`src/rtl/count_sequencer.sv`:
```
// Moore controller that drives a 3-bit clear-and-count datapath through PASSES passes
// with a start/busy/done handshake, abort and a COUNT-phase watchdog.
module count_sequencer #(
  parameter int unsigned PASSES  = 3,
  parameter int unsigned TIMEOUT = 16
) (
  input  logic       clk,
  input  logic       reset,
  input  logic       start,
  input  logic       abort,
  input  logic       status,
  output logic       t0,
  output logic       t1,
  output logic       busy,
  output logic       done,
  output logic       err,
  output logic [7:0] pass_cnt
);

  localparam int unsigned CNT_W = 8;

  localparam logic [2:0] S_IDLE  = 3'd0;
  localparam logic [2:0] S_CLEAR = 3'd1;
  localparam logic [2:0] S_COUNT = 3'd2;
  localparam logic [2:0] S_CHECK = 3'd3;
  localparam logic [2:0] S_DONE  = 3'd4;
  localparam logic [2:0] S_ERROR = 3'd5;

  localparam logic [CNT_W-1:0] PASSES_V = CNT_W'(PASSES);
  localparam logic [CNT_W-1:0] TMO_LAST = CNT_W'(TIMEOUT - 1);

  logic [2:0]       state;
  logic [2:0]       state_nxt;
  logic [CNT_W-1:0] tmo;
  logic [CNT_W-1:0] tmo_nxt;
  logic [CNT_W-1:0] pass_nxt;
  logic [CNT_W-1:0] pass_inc;

  // State, counters and Moore outputs; outputs are registered from the next-state
  // decode so they always match the state register and clear with it on reset.
  always_ff @(posedge clk or posedge reset) begin
    if (reset) begin
      state    <= S_IDLE;
      tmo      <= '0;
      pass_cnt <= '0;
      t0       <= 1'b0;
      t1       <= 1'b0;
      busy     <= 1'b0;
      done     <= 1'b0;
      err      <= 1'b0;
    end else begin
      state    <= state_nxt;
      tmo      <= tmo_nxt;
      pass_cnt <= pass_nxt;
      t0       <= (state_nxt == S_CLEAR);
      t1       <= (state_nxt == S_COUNT);
      busy     <= (state_nxt == S_CLEAR) || (state_nxt == S_COUNT) || (state_nxt == S_CHECK);
      done     <= (state_nxt == S_DONE);
      err      <= (state_nxt == S_ERROR);
    end
  end

  // Next-state and counter update; abort beats status, status beats the watchdog.
  always_comb begin
    state_nxt = state;
    tmo_nxt   = tmo;
    pass_nxt  = pass_cnt;
    pass_inc  = pass_cnt + CNT_W'(1);

    case (state)
      S_IDLE: begin
        pass_nxt = '0;
        if (start) state_nxt = S_CLEAR;
      end
      S_CLEAR: begin
        if (abort) begin
          state_nxt = S_IDLE;
        end else begin
          state_nxt = S_COUNT;
          tmo_nxt   = '0;
        end
      end
      S_COUNT: begin
        tmo_nxt = tmo + CNT_W'(1);
        // status in the first COUNT cycle still reflects the pre-clear register
        if (abort)                          state_nxt = S_IDLE;
        else if (status && (tmo != '0))     state_nxt = S_CHECK;
        else if (tmo == TMO_LAST)           state_nxt = S_ERROR;
      end
      S_CHECK: begin
        if (abort) begin
          state_nxt = S_IDLE;
        end else begin
          pass_nxt  = pass_inc;
          state_nxt = (pass_inc == PASSES_V) ? S_DONE : S_CLEAR;
        end
      end
      S_DONE: begin
        state_nxt = S_IDLE;
      end
      S_ERROR: begin
        if (start) begin
          state_nxt = S_CLEAR;
          pass_nxt  = '0;
        end
      end
      default: begin
        state_nxt = S_IDLE;
      end
    endcase

    if (state_nxt == S_IDLE) pass_nxt = '0;
  end

endmodule
```
`config.mk`:
```
export PLATFORM = sky130hd
export DESIGN_NAME = count_sequencer
export DESIGN_NICKNAME = d
export VERILOG_FILES = /design/src/rtl/count_sequencer.sv
export SDC_FILE = /design/constraint.sdc
export NUM_CORES = 1
export LEC_CHECK = 0
export ABC_AREA = 1
export ABC_CLOCK_PERIOD_IN_PS = 1700
export CAP_MARGIN = 20
export CORE_ASPECT_RATIO = 0.5
export CORE_MARGIN = 5
export CORE_UTILIZATION = 49
export CTS_CLUSTER_SIZE = 8
export DETAILED_ROUTE_END_ITERATION = 8
export PLACE_DENSITY = 0.75
export SYNTH_ARGS = -nofsm -noshare
export SYNTH_HDL_FRONTEND = slang
export SYNTH_SLANG_ARGS = --single-unit
```
`constraint.sdc`:
```
create_clock -name clk -period 1.7 [get_ports clk]
set_clock_uncertainty 0.05 [all_clocks]
set_input_delay 0.425 -clock clk [delete_from_list [all_inputs] [get_ports clk]]
set_output_delay 0.425 -clock clk [all_outputs]
set_load 0.03 [all_outputs]
```
==> results.json <==
{
  "grt_overflow": 0,
  "total_power_w": 0.00218,
  "die-area_mm2": 0.00412,
  "grt_usage": 0.164,
  "seq_power_share": 0.336,
  "clkTransAtPathRegs_ps": 80,
  "final-hold-violation-count": 0,
  "yosysTopAreaCell": "dfrtp_1",
  "max-cap-violations": 0,
  "cts_max_level": 1,
  "p_leak_nw": 0.959,
  "p_sw_frac": 0.425,
  "peakVddDrop_v": 0.000566,
  "synthCells": 181,
  "syn_nets": 190,
  "grt_pass1_vias": 1192,
  "grt_first_pass_wirelength_um": 5160,
  "violations": "negative setup slack",
  "path_cells": "ha_4 -> nand3_4 -> nor2_2 -> nand2_1 -> nand2_2 -> nor2_2 -> nand3_2 -> nand2_2 -> nand3_4 -> nor2_4 -> nor2_1",
  "crit_fanout": 8,
  "syn-cell-area_mm2": 0.00141,
  "yosysMostFrequentCell": "nand2_1",
  "synth_seq_area_share": 0.426,
  "grt_max_degree": 25,
  "wl_per_cell_um": 11.5,
  "num_vias": 1322,
  "postSynthAreaPerCell_um2": 7.79,
  "firstDrtPassIters": 4,
  "syn_to_final_growth_pct": 45.0,
  "yosys_register_bits": 24,
  "dieWidth_um": 85.9,
  "fmax_ghz": 0.567,
  "async_reset_ff_frac": 1.00,
  "antenna_cells": 0,
  "status": "finished, violations left",
  "fin_nets": 249,
  "synth_cell_types": 27,
  "post-route-min-period_ps": 1760,
  "placed_cells": 257,
  "layout-drive-gt1-share": 0.381,
  "initial_core_util": 0.529,
  "crit_path_start_kind": "register",
  "synth_common_cells": "32 x nand2_1, 31 x nor2_1, 27 x inv_1",
  "numCtsBuffers": 3,
  "synth_top_area_share": 0.426,
  "row_count": 13,
  "portBuffers": 17,
  "ys_warn_count": 0,
  "arrival_ps": 1870,
  "cpPeakStageDelay_ps": 440,
  "rsz0062_at_grt": "true",
  "drc_errors": 0,
  "core_area_mm2": 0.00267,
  "critPathSlowestCell": "dfrtp_2",
  "place.gp.congestion": 0.830,
  "switching_power_w": 0.000923,
  "end_kind": "register",
  "cts_tree": "yes",
  "cts_buffer_depth": 2,
  "ys_top_cells_by_area": "dfrtp_1 43%, nand2_1 8.5%, nor2_1 8.3%",
  "slew_headroom": 0.798,
  "antenna_found_initial": 0,
  "internal_power_w": 0.00125,
  "path_buf_inv": 0,
  "setup_ws_ps": -63.5,
  "report.final.slew_viol_count": 0,
  "ant_nets": 0,
  "ctsHoldBuffers": 0,
  "io_pins": 18,
  "worst_hold_path_type": "in -> async",
  "pwr-share-clk": 0.161,
  "vias_per_cell": 4.79,
  "finalSetupViolCount": 10,
  "routed_wl_um": 3180,
  "die_h_um": 47.9,
  "required_ps": 1810,
  "cp_top_family": "simple AND/OR/NAND/NOR gates",
  "power.density_mw_per_mm2": 1060,
  "hpwl_um": 2210,
  "tightest_slew_ps": 303,
  "fin_cells": 276,
  "combPwrFrac": 0.503,
  "crit_type": "reg -> reg",
  "drt-initial-drc-count": 27,
  "clk-insertion-delay-late_ps": 270,
  "synth_edf_count": 0,
  "cts-root-buf": "clkbuf_8",
  "clock_sink_count": 24,
  "post-route-period-util": 1.04,
  "synth-main-ff-cell": "dfrtp_1"
}
-- power by group through the flow --
stage               Sequential, W  Combinational [W]  Clock (W)
global route             0.000748            0.00121   0.000386
floorplan                0.000842           0.000582          0
CTS                      0.000733           0.000991   0.000363
global placement         0.000741           0.000956          0
finish                   0.000731            0.00109   0.000350
detailed placement       0.000745           0.000974          0
-- layer usage --
layer  part of all wire  track usage  up-vias
met5                  0            0        -
met3              0.028       0.0412        6
li1                   -            -      691
met4              0.013       0.0473        0
met2               0.49        0.308       17
met1               0.47        0.194      608
-- cell type report --
type | count | area, um2
repair buffers | 55 | 438
inverters | 29 | 109
flip-flops and latches | 24 | 607
clock buffers | 4 | 45.0
fillers | 191 | 623
well taps | 37 | 46.3
multi-input cells | 127 | 800
-- state kept, by name (all words and copies together) (netlist names) --
register,flops
pass_cnt,8
tmo,8
state,3
busy,1
done,1
err,1
t0,1
t1,1
-- logic make-up (layout without fill, tap and decap cells) --
| logic type | Yosys count | in the layout | share of synthesized area |
|---|---|---|---|
| AO/OA/AOI/OAI | 32 | 32 | 0.140 |
| XOR/XNOR | 2 | 2 | 0.0124 |
| adder cells (fa/ha/maj) | 4 | 4 | 0.0355 |
| buffers and inverters | 30 | 88 | 0.0852 |
| flip-flops | 24 | 24 | 0.426 |
| AND/OR/NAND/NOR | 89 | 89 | 0.301 |
-- metrics by stage --
step	hold WS [ps]	setup TNS [ps]	worst slack (ps)	cell area, um2	util
after floorplan	389	-469	-59.2	1430	-
after global placement	516	-2290	-215	1810	0.678
after detailed placement	517	-2460	-246	1810	0.678
after CTS	451	-812	-96.3	1920	0.720
after global routing	480	-2010	-197	2040	0.766
final	430	-443	-63.5	2040	0.766
-- repair_timing --
item                       CTS  global route
pin swaps                    9            10
gates resized for setup     21            22
setup buffers                6             9
setup endpoints to repair   21            14
-- worst min-delay path, stage by stage --
cell             delay (ps)
clkdlybuf4s50_1         390
inv_1                    50
buf_4                   290
-- layout by cell type (no fill, tap or decap), types with 2 or more instances in the layout --
cell type / count
o32ai_1: 2
nand3_2: 3
dfrtp_2: 5
nor2_1: 23
nand2_2: 3
nor2_2: 10
clkbuf_8: 3
buf_4: 38
a21oi_1: 12
o21ai_1: 2
dlygate4sd2_1: 11
o21ai_2: 3
clkdlybuf4s50_1: 4
inv_1: 25
or2_2: 4
xnor2_2: 2
dfrtp_1: 19
nand2_1: 31
nor2_4: 4
inv_2: 4
ha_4: 2
nand3_1: 5
o21ai_0: 7
nand3_4: 2
-- final timing paths --
path	startpoint	endpoint	slack, ps	cells after the start
max in group asynchronous	reset	pass_cnt[5]	920	3
hold / removal	reset	err	430	3
hold reg to reg	tmo[7]	tmo[7]	550	3
setup reg to reg	pass_cnt[0]	pass_cnt[3]	-60	11
setup / recovery	pass_cnt[0]	pass_cnt[3]	-60	11
min in group clk	tmo[7]	tmo[7]	550	3
Power figures use the tool's default switching activity.
